`config.mk`:
```
export PLATFORM = sky130hd
export DESIGN_NAME = div_s_seq
export DESIGN_NICKNAME = d
export VERILOG_FILES = /design/src/rtl/div_s_defs_pkg.sv /design/src/rtl/div_s_step.sv /design/src/rtl/div_s_seq.sv
export SDC_FILE = /design/constraint.sdc
export NUM_CORES = 1
export LEC_CHECK = 0
export CORE_ASPECT_RATIO = 1.5
export CORE_MARGIN = 3
export CORE_UTILIZATION = 41
export CTS_BUF_LIST = sky130_fd_sc_hd__clkbuf_8
export DETAILED_ROUTE_END_ITERATION = 8
export SLEW_MARGIN = 40
export SYNTH_ARGS = -nofsm -noshare
export SYNTH_HDL_FRONTEND = slang
export SYNTH_SLANG_ARGS = --single-unit
```
`constraint.sdc`:
```
create_clock -name clk -period 3.34 [get_ports clk]
set_input_delay 0.501 -clock clk [delete_from_list [all_inputs] [get_ports clk]]
set_output_delay 0.501 -clock clk [all_outputs]
set_load 0.02 [all_outputs]
```
`src/rtl/div_s_defs_pkg.sv`:
```
`default_nettype none
// +----------------------------------------------------------------------------+
// | Package  : div_s_defs                                                      |
// | Purpose  : state encoding and constants shared by the div_s datapath.      |
// | Revision : 1.0                                                             |
// +----------------------------------------------------------------------------+
package div_s_defs;

  localparam int          ITERATIONS = 15;
  localparam logic [15:0] MAX_16     = 16'h7FFF;

  typedef enum logic [1:0] {
    IDLE = 2'd0,
    RUN  = 2'd1,
    DONE = 2'd2
  } state_e;

endpackage
`default_nettype wire

```
`src/rtl/div_s_step.sv`:
```
`default_nettype none
// +----------------------------------------------------------------------------+
// | Module   : div_s_step                                                      |
// | Purpose  : one combinational restoring-division iteration.                 |
// | Revision : 1.0                                                             |
// +----------------------------------------------------------------------------+
module div_s_step (
  input  logic [31:0] l_num,
  input  logic [31:0] l_denom,
  input  logic [15:0] q,
  output logic [31:0] l_num_next,
  output logic [15:0] q_next
);

  logic [31:0] num_sh;
  logic [15:0] q_sh;

  always_comb begin
    num_sh = l_num << 1;
    q_sh   = q << 1;
    // Both operands are zero-extended 16-bit values, so the compare never wraps.
    if (num_sh >= l_denom) begin
      l_num_next = num_sh - l_denom;
      q_next     = q_sh | 16'd1;
    end else begin
      l_num_next = num_sh;
      q_next     = q_sh;
    end
  end

endmodule
`default_nettype wire

```
`src/rtl/div_s_seq.sv`:
```
`default_nettype none
// +----------------------------------------------------------------------------+
// | Module   : div_s_seq                                                       |
// | Purpose  : sequential G.729 div_s (Q15 var1/var2), one quotient bit/clock. |
// |            Define DIV_S_ERR_EN to flag illegal operands on err.            |
// | Revision : 1.0                                                             |
// +----------------------------------------------------------------------------+
module div_s_seq #(
  parameter int ITERATIONS = div_s_defs::ITERATIONS,
  parameter int CNT_W      = 4
) (
  input  logic        clk,
  input  logic        reset,
  input  logic        ready,
  input  logic [15:0] var1,
  input  logic [15:0] var2,
  output logic [15:0] out,
  output logic        done,
  output logic        err
);

  import div_s_defs::*;

  state_e             state_q, state_d;
  logic [CNT_W-1:0]   cnt_q, cnt_d;
  logic [31:0]        num_q, num_d;
  logic [31:0]        den_q, den_d;
  logic [15:0]        quo_q, quo_d;
  logic [15:0]        out_q, out_d;
  logic               done_q, done_d;
  logic               err_q, err_d;

  logic [31:0]        step_num;
  logic [15:0]        step_q;
  logic               illegal;

`ifdef DIV_S_ERR_EN
  assign illegal = var1[15] || var2[15] || (var2 == 16'd0) ||
                   ($signed(var1) > $signed(var2));
`else
  assign illegal = 1'b0;
`endif

  div_s_step u_step (
    .l_num      (num_q),
    .l_denom    (den_q),
    .q          (quo_q),
    .l_num_next (step_num),
    .q_next     (step_q)
  );

  always_comb begin
    state_d = state_q;
    cnt_d   = cnt_q;
    num_d   = num_q;
    den_d   = den_q;
    quo_d   = quo_q;
    out_d   = out_q;
    done_d  = 1'b0;
    err_d   = err_q;
    case (state_q)
      IDLE: begin
        if (ready) begin
          num_d = {16'd0, var1};
          den_d = {16'd0, var2};
          quo_d = '0;
          cnt_d = '0;
          err_d = 1'b0;
          // Special cases answer immediately; priority illegal > equal > zero.
          if (illegal) begin
            out_d   = '0;
            err_d   = 1'b1;
            done_d  = 1'b1;
            state_d = DONE;
          end else if (var1 == var2) begin
            out_d   = MAX_16;
            done_d  = 1'b1;
            state_d = DONE;
          end else if (var1 == 16'd0) begin
            out_d   = '0;
            done_d  = 1'b1;
            state_d = DONE;
          end else begin
            state_d = RUN;
          end
        end
      end
      RUN: begin
        num_d = step_num;
        quo_d = step_q;
        cnt_d = cnt_q + CNT_W'(1);
        if (cnt_q == CNT_W'(ITERATIONS - 1)) begin
          out_d   = step_q;
          done_d  = 1'b1;
          state_d = DONE;
        end
      end
      DONE:    state_d = IDLE;
      default: state_d = IDLE;
    endcase
  end

  always_ff @(posedge clk) begin
    if (!reset) begin
      state_q <= IDLE;
      cnt_q   <= '0;
      num_q   <= '0;
      den_q   <= '0;
      quo_q   <= '0;
      out_q   <= '0;
      done_q  <= 1'b0;
      err_q   <= 1'b0;
    end else begin
      state_q <= state_d;
      cnt_q   <= cnt_d;
      num_q   <= num_d;
      den_q   <= den_d;
      quo_q   <= quo_d;
      out_q   <= out_d;
      done_q  <= done_d;
      err_q   <= err_d;
    end
  end

  assign out  = out_q;
  assign done = done_q;
  assign err  = err_q;

endmodule
`default_nettype wire

```
==> results of run 1 <==
## worst max-delay path, cell delays in order (launching register included)
cell	delay, ns
dfxtp_1	0.38
inv_1	0.10
fa_1	0.46
a21oi_1	0.22
o211ai_1	0.15
a211oi_1	0.70
o211ai_1	0.15
buf_4	0.28
mux2i_1	0.19
a21oi_1	0.08
a31o_1	0.21
## metrics by stage
step                      cell area (µm²)  power, mW  hold slack [ns]  setup WS, ns  cells
final                                5650       4.23            0.462         0.329    780
after global routing                 5650       4.59            0.484        0.0960    780
after CTS                            5650       4.26            0.463         0.330    780
after detailed placement             5450       3.51            0.448         0.366    764
after global placement               5450       3.48            0.439         0.442    764
after floorplan                      4830       3.08            0.425         0.828    589
## kinds of logic (layout without fill, tap and decap cells)
family,after synthesis,in the layout
AND/OR/NAND/NOR,217,217
AO/OA/AOI/OAI,171,171
flip-flops,85,85
buffers and inverters,57,101
XOR/XNOR,33,33
adder cells (fa/ha/maj),19,19
multiplexers,6,6
other,1,1
## per-layer routing
layer	GRT usage	vias to the layer above
met3	0.0347	13
met2	0.344	104
met1	0.272	2090
met5	0	-
li1	-	2207
met4	0.0646	0
## sequential cells by signal (all words and copies together) (netlist names)
register and flops:
num_q 31, den_q 16, out 16, quo_q 15
cnt_q 4, state_q 2, done 1
## power groups by stage
| stage | combinational, mW | clock [mW] | sequential (mW) |
|---|---|---|---|
| floorplan | 1.81 | 0 | 1.27 |
| global placement | 2.18 | 0 | 1.30 |
| detailed placement | 2.21 | 0 | 1.31 |
| CTS | 2.21 | 0.760 | 1.29 |
| global route | 2.48 | 0.798 | 1.31 |
| finish | 2.22 | 0.729 | 1.29 |
## worst max-delay path by stage
stage	end	slack, ns	cells past startpoint
after floorplan	num_q[19]	0.83	9
after global placement	out[7]	0.44	8
after detailed placement	num_q[1]	0.37	10
after CTS	num_q[26]	0.33	9
after global routing	num_q[6]	0.1	10
final	num_q[1]	0.33	10
## cell usage in the layout (no fill, tap or decap), drive strengths merged, types with 6 or more instances in the layout
master and count:
o221ai 7, nand4 12, dfxtp 85, ha 18, clkdlybuf4s50 50, mux2i 6
nand3 13, a21o 7, a21oi 37, buf 11, nor3b 15, nor2 33
xnor2 28, or3 9, inv 28, nor3 13, nand2 72, o21ai 37
nor2b 19, o211ai 9, nor4 12, a22oi 15, clkbuf 9, o22ai 6
a21boi 17
## synthesized netlist by cell type (4+ instances only)
cell type / count
a21boi_0: 17
a21o_1: 7
a21oi_1: 37
a22oi_1: 15
a32oi_1: 5
and2_1: 4
and3_1: 5
clkbuf_1: 27
dfxtp_1: 85
ha_1: 18
inv_1: 24
mux2i_1: 6
nand2_1: 72
nand3_1: 13
nand4_1: 12
nor2_1: 33
nor2b_1: 19
nor3_1: 13
nor3b_1: 15
nor4_1: 10
o211ai_1: 8
o21a_1: 5
o21ai_0: 26
o21ai_1: 11
o221ai_1: 7
o22ai_1: 6
o311ai_0: 4
or3_1: 9
xnor2_1: 28
xor2_1: 5
## layout make-up
type,instances,area share
well taps,147,0.0326
inverters,24,0.0159
clock inverters,7,0.0128
repair buffers,61,0.103
clock buffers,9,0.0219
multi-input cells,447,0.513
flip-flops and latches,85,0.301
==> impl_metrics.py, run 1 <==
metrics = {
    "outcome": {
        "outcome": "completed",
    },
    "grt": {
        "grt_pass1_vias": 4414,
        "grt_max_degree": 53,
        "grt-ovfl-total": 0,
        "antenna_found_initial": 0,
        "grt_pass1_wl_um": 22000,
        "track_usage": 0.207,
    },
    "power_and_ir_drop": {
        "clock_power_share": 0.172,
        "internal_power_mw": 2.34,
        "switching_share": 0.446,
        "comb_power_share": 0.523,
        "p_leak_nw": 2.08,
        "powerDensity_mw_per_mm2": 749,
        "p_switching_mw": 1.89,
        "seqPwrFrac": 0.305,
        "peakVddDrop_uv": 301,
    },
    "worst_setup_path": {
        "critPathLaunch": "den_q[0]",
        "rrSetupSlack_ns": 0.33,
        "endpoint_kind": "flop",
        "arrival_ns": 3.28,
        "r2r-end": "num_q[1]",
        "required_ns": 3.60,
        "worst-path-max-fanout": 29,
        "timing.rr.start": "den_q[0]",
        "r2r_cells": 10,
        "start_kind": "flop",
        "path_class": "flop to flop",
    },
    "logic_synthesis": {
        "synthXorXnorAreaFrac": 0.0599,
        "synthFlopType": "dfxtp_1",
        "synth_edf_count": 0,
        "synth-adder-area-share": 0.0508,
        "synth-async-reset-ratio": 0,
        "yosys.area.top_type": "dfxtp_1",
        "syn_inst": 589,
        "synth_top_area_frac": 0.353,
        "syn_avg_cell_area_um2": 8.20,
        "synth_cell_types": 59,
        "synth_nets": 643,
        "muxShareOfSynthArea": 0.0124,
        "synth_area_mm2": 0.00483,
        "synthSimpleGateAreaFrac": 0.232,
        "ys_seq_elements": 85,
        "synth_warnings": 0,
        "ys_seq_area_frac": 0.353,
        "ys_top_cells_by_area": "dfxtp_1 (35%), nand2_1 (5.6%), xnor2_1 (5.1%)",
        "synth_top_family_by_area": "compound AO/OA/AOI/OAI gates",
        "synth-compound-area-share": 0.243,
    },
    "die": {
        "rows": 47,
        "core_area_mm2": 0.0113,
        "io_pins": 53,
        "die_area_mm2": 0.0131,
        "die_x_um": 94.6,
        "initial_utilization": 0.428,
        "die_h_um": 139,
    },
    "detailed_routing": {
        "top_layer_used": "met4",
        "drt-pass1-iter-count": 5,
        "wl_per_cell_um": 16.6,
        "drc": 0,
        "wl_met2_um": 6330,
        "drt-met1-wl_um": 5930,
        "drtIter0Drc": 196,
        "wl_met3_um": 525,
        "vias": 4414,
        "wirelength_um": 13000,
        "viasPerCell": 5.66,
        "antenna_left": 0,
    },
    "clock_tree": {
        "post-cts-setup-buffers": 0,
        "htreeDepth": 3,
        "cts.repair.resized": 0,
        "clock_latency_ns": 0.37,
        "cts.hold.buffers_added": 0,
        "cts_tree": "yes",
        "clock_tree.root_cell": "clkbuf_8",
        "clockBufferDepth": 2,
        "clock-sinks": 85,
        "clk_pin_slew_ns": 0.10,
        "cts_made_buffers": 9,
    },
    "sta": {
        "grt_setup_unrepaired": "false",
        "finClkSkew_ns": 0.0130,
        "final-setup-viol-count": 0,
        "fin_setup_tns_ns": 0,
        "hold_viol_final": 0,
        "fmax_mhz": 332,
        "relSlewSlack": 0.491,
        "timing.final.crit_share": 0.902,
        "max_slew.worst_pin.slew_ns": 0.759,
        "drv_slew": 0,
        "min_period_ns": 3.01,
    },
    "min_path": {
        "holdCritStartpoint": "num_q[30]",
        "hold_class": "flop to flop",
        "min_to": "num_q[30]",
        "min_path_cells": 2,
    },
    "cells_and_area": {
        "seq_area_mm2": 0.00170,
        "syn_to_final_growth_pct": 17.0,
        "layout.nets": 682,
        "fillers": 1113,
        "drive_gt1_frac": 0.0585,
        "fin_util": 0.500,
        "multi_input_area_mm2": 0.00290,
        "n_antenna_cell": 0,
    },
    "placement": {
        "place_hpwl_um": 9160,
        "port-buffer-count": 51,
        "place_congestion": 0.932,
    },
    "run": {
        "drv_cap": 0,
    },
}
No activity file was read; power rests on OpenSTA's default activity.
==> run 2: changes to the inputs <==
CORE_MARGIN = 4   (was 3)
HOLD_SLACK_MARGIN = 0.12   (was not set)
==> impl_metrics.py, run 2 (synthesis results as in run 1) <==
metrics = {
    "clock_tree": {
        "clk_pin_slew_ns": 0.09,
        "clock_latency_ns": 0.37,
        "clock_tree.root_cell": "clkbuf_8",
        "htreeDepth": 3,
        "cts.repair.resized": 0,
        "cts_tree": "yes",
        "clockBufferDepth": 2,
        "cts_made_buffers": 9,
        "cts.hold.buffers_added": 0,
        "clock-sinks": 85,
        "post-cts-setup-buffers": 0,
    },
    "grt": {
        "antenna_found_initial": 0,
        "grt_pass1_vias": 4481,
        "grt_pass1_wl_um": 21800,
        "grt-ovfl-total": 0,
        "track_usage": 0.201,
        "grt_max_degree": 39,
    },
    "power_and_ir_drop": {
        "powerDensity_mw_per_mm2": 763,
        "peakVddDrop_uv": 378,
        "p_leak_nw": 2.10,
        "power.total_mw": 4.33,
    },
    "cells_and_area": {
        "final_cell_mix": "dfxtp_1 (85), nand2_1 (72), clkdlybuf4s50_1 (50), a21oi_1 (37), nor2_1 (32)",
        "final_common_cell": "dfxtp_1",
        "layout.nets": 682,
        "drive_gt1_frac": 0.0585,
        "n_antenna_cell": 0,
        "largest-register": "num_q",
        "largest_reg_flops": 31,
        "syn_to_final_growth_pct": 17.6,
    },
    "placement": {
        "place_congestion": 0.904,
        "dp_slack_ns": 0.491,
        "place_hpwl_um": 9430,
        "port-buffer-count": 51,
    },
    "detailed_routing": {
        "vias": 4469,
        "wl_per_cell_um": 16.7,
        "antenna_left": 0,
        "drtIter0Drc": 155,
        "wirelength_um": 13100,
        "drt-pass1-iter-count": 5,
        "viasPerCell": 5.71,
        "drc": 0,
    },
    "worst_setup_path": {
        "worst-path-max-fanout": 29,
        "cp_top_family": "compound AO/OA/AOI/OAI gates",
        "required_ns": 3.61,
        "start_kind": "flop",
        "arrival_ns": 3.03,
        "cp.buffers_inverters": 3,
        "path_class": "flop to flop",
        "slowest_delay_ns": 0.38,
        "cp_cell_sequence": "inv_1, ha_1, nand3_1, o211ai_1, a211oi_1, buf_4, o211ai_1, buf_4, mux2i_1, a21oi_1, a31o_1",
        "endpoint_kind": "flop",
        "slowest_stage": "buf_4",
    },
    "outcome": {
        "outcome": "completed",
    },
    "sta": {
        "grt_setup_unrepaired": "false",
        "min_period_ns": 2.76,
        "fmax_mhz": 362,
        "drv_slew": 0,
        "hold_viol_final": 0,
        "final-setup-viol-count": 0,
        "finClkSkew_ns": 0.0132,
        "fin_ws_ns": 0.581,
        "max_slew.worst_pin.slew_ns": 0.573,
        "timing.final.crit_share": 0.826,
        "fin_setup_tns_ns": 0,
        "relSlewSlack": 0.617,
    },
    "die": {
        "io_pins": 53,
        "rows": 48,
        "die_x_um": 96.6,
        "initial_utilization": 0.419,
        "core_area_mm2": 0.0115,
        "die_h_um": 141,
        "die_area_mm2": 0.0136,
    },
    "run": {
        "drv_cap": 0,
    },
    "min_path": {
        "hold_class": "flop to flop",
    },
}
-- run 2: cell types whose count changed in the layout (fill, tap and decap cells not counted), sizes merged --
| cell | delta |
|---|---|
| clkinvlp | -1 |
| clkinv | +1 |
| inv | -2 |
| clkbuf | +1 |
| bufinv | +1 |
-- run 2: layer usage --
metal,up-vias,GRT usage,share of wire
li1,2213,-,-
met1,2107,0.246,0.44
met2,118,0.339,0.49
met3,31,0.0246,0.039
met4,0,0.101,0.033
met5,-,0,0
-- run 2: worst paths after layout --
check,start,endpoint,slack (ns),cells after the start
worst max-delay path,den_q[4],num_q[1],0.58,11
worst min-delay path,num_q[30],num_q[30],0.46,2
worst max register to register,den_q[4],num_q[1],0.58,11
worst min register to register,num_q[30],num_q[30],0.46,2
-- run 2: report_power, final --
part / leakage, nW / internal [mW] / switching [mW] / total, mW
Clock: 0.110 / 0.380 / 0.414 / 0.795
Sequential: 0.693 / 1.15 / 0.147 / 1.29
Combinational: 1.29 / 0.914 / 1.33 / 2.24
-- run 2: tightest hold or removal path, stage by stage, from the launching register on --
cell and delay [ns]:
dfxtp_1 0.33, nand2_1 0.05, o21ai_1 0.05
-- run 2: stage by stage --
| stage | cell area [µm²] | cells | utilization | hold WS [ns] |
|---|---|---|---|---|
| detailed placement | 5460 | 767 | 0.473 | 0.448 |
| global placement | 5460 | 767 | 0.473 | 0.440 |
| global route | 5680 | 783 | 0.492 | 0.490 |
| floorplan | 4830 | 589 | - | 0.425 |
| CTS | 5680 | 783 | 0.492 | 0.462 |
| finish | 5680 | 783 | 0.492 | 0.462 |
-- run 2: final cells by class --
cell class | instances | area [µm²]
Tap cell | 150 | 188
Timing Repair Buffer | 61 | 581
Sequential cell | 85 | 1700
Multi-Input combinational cell | 447 | 2900
Clock buffer | 10 | 138
Fill cell | 1170 | 5860
Inverter | 24 | 90.1
Clock inverter | 6 | 81.3
==> run 3: changes to the inputs <==
clock period = 2.6 ns   (was 3.34 ns; I/O delays follow)
==> impl_metrics.py, run 3 (synthesis results as in run 1) <==
metrics = {
    "detailed_routing": {
        "drtIter0Drc": 249,
        "antenna_left": 0,
        "vias": 4582,
        "wirelength_um": 13700,
        "drt-pass1-iter-count": 4,
        "viasPerCell": 5.59,
        "drc": 0,
        "wl_per_cell_um": 16.7,
    },
    "power_and_ir_drop": {
        "peakVddDrop_uv": 547,
        "p_leak_nw": 2.27,
        "powerDensity_mw_per_mm2": 1000,
    },
    "die": {
        "io_pins": 53,
        "die_h_um": 141,
        "die_x_um": 96.6,
        "die_area_mm2": 0.0136,
        "rows": 48,
        "core_area_mm2": 0.0115,
        "initial_utilization": 0.419,
    },
    "worst_setup_path": {
        "endpoint_kind": "flop",
        "start_kind": "flop",
        "required_ns": 2.91,
        "slowest_delay_ns": 0.52,
        "slowest_stage": "or4_1",
        "cp.buffers_inverters": 1,
        "cp_top_family": "compound AO/OA/AOI/OAI gates",
        "arrival_ns": 2.82,
        "path_class": "flop to flop",
        "cp_cell_sequence": "inv_1, ha_1, a2111o_1, o21ai_2, a211oi_1, o21a_1, or4_1, nand3_1",
        "worst-path-max-fanout": 6,
    },
    "clock_tree": {
        "cts_tree": "yes",
        "cts.hold.buffers_added": 0,
        "clockBufferDepth": 2,
        "cts_made_buffers": 9,
        "clock_tree.root_cell": "clkbuf_8",
        "htreeDepth": 3,
        "clock-sinks": 85,
        "clk_pin_slew_ns": 0.10,
        "clock_latency_ns": 0.37,
    },
    "grt": {
        "track_usage": 0.206,
        "grt-ovfl-total": 0,
        "grt_pass1_wl_um": 22100,
        "grt_max_degree": 58,
        "grt_pass1_vias": 4579,
        "antenna_found_initial": 0,
    },
    "cells_and_area": {
        "final_common_cell": "dfxtp_1",
        "fin_util": 0.522,
        "final_cell_mix": "dfxtp_1 (85), nand2_1 (71), clkdlybuf4s50_1 (50), buf_4 (45), a21oi_1 (35)",
        "drive_gt1_frac": 0.130,
        "fillers": 1146,
        "final_cells": 820,
        "layout.nets": 719,
        "syn_to_final_growth_pct": 24.7,
        "n_antenna_cell": 0,
        "design_area_mm2": 0.00602,
        "largest_reg_flops": 31,
        "largest-register": "num_q",
    },
    "run": {
        "drv_cap": 0,
    },
    "sta": {
        "hold_ws_ns": 0.434,
        "final-setup-viol-count": 0,
        "timing.final.crit_share": 0.963,
        "max_slew.worst_pin.slew_ns": 0.618,
        "fin_setup_tns_ns": 0,
        "min_period_ns": 2.50,
        "fmax_mhz": 399,
        "hold_viol_final": 0,
        "relSlewSlack": 0.587,
        "drv_slew": 0,
        "finClkSkew_ns": 0.00949,
    },
    "placement": {
        "placed_cells": 798,
        "place_hpwl_um": 10000,
        "port-buffer-count": 51,
        "place_area_mm2": 0.00571,
        "place_congestion": 0.884,
    },
    "outcome": {
        "outcome": "completed",
    },
    "min_path": {
        "hold_class": "input port to flop",
    },
}
## run 3: cell count changes in the layout (fill, tap and decap cells not counted), moves of 3 or more
cell / previous run / this run
buf_4: 10 / 45
clkinvlp_4: 0 / 3
ha_1: 18 / 15
ha_4: 0 / 3
## run 3: layout make-up
class | instances | area, µm² | share of cell area
multi-input cells | 447 | 2980 | 0.494
flip-flops and latches | 85 | 1700 | 0.283
repair buffers | 98 | 883 | 0.147
well taps | 150 | 188 | 0.0312
clock buffers | 9 | 124 | 0.0206
inverters | 24 | 90.1 | 0.0150
clock inverters | 7 | 58.8 | 0.00977
## run 3: tightest hold or removal path, stage by stage
cell and delay, ns:
buf_2 0.21, o221ai_1 0.11, nor2_1 0.04
## run 3: path summary, 6_finish.rpt
check | startpoint | to | slack (ns) | cells past startpoint
setup reg to reg | den_q[6] | num_q[21] | 0.1 | 8
hold reg to reg | num_q[30] | num_q[30] | 0.45 | 2
hold / removal | reset | num_q[15] | 0.43 | 3
setup / recovery | den_q[6] | num_q[21] | 0.1 | 8
## run 3: power breakdown
group	leakage [nW]	switching, mW	internal, mW
clock	0.0853	0.540	0.360
combinational	1.49	1.89	1.60
sequential	0.693	0.189	1.47
total	2.27	2.62	3.44
## run 3: metal layers
layer  part of all wire  wire length, µm  track usage
met3              0.047              649       0.0395
met2               0.50             6900        0.358
met5                  0                0            0
met4              0.025              338       0.0835
met1               0.42             5820        0.244
## run 3: what timing repair did
| item | CTS | global route |
|---|---|---|
| setup endpoints to repair | 0 | 22 |
| resized for setup | 0 | 18 |
| hold endpoints to repair | 0 | 0 |
| setup buffers | 0 | 6 |
## run 3: metrics by stage
step	total power, mW	worst slack, ns
finish	6.05	0.0954
global route	6.48	-0.0259
CTS	5.80	0.0103
detailed placement	4.89	-0.0438
global placement	4.86	-0.00342
floorplan	3.96	0.0877
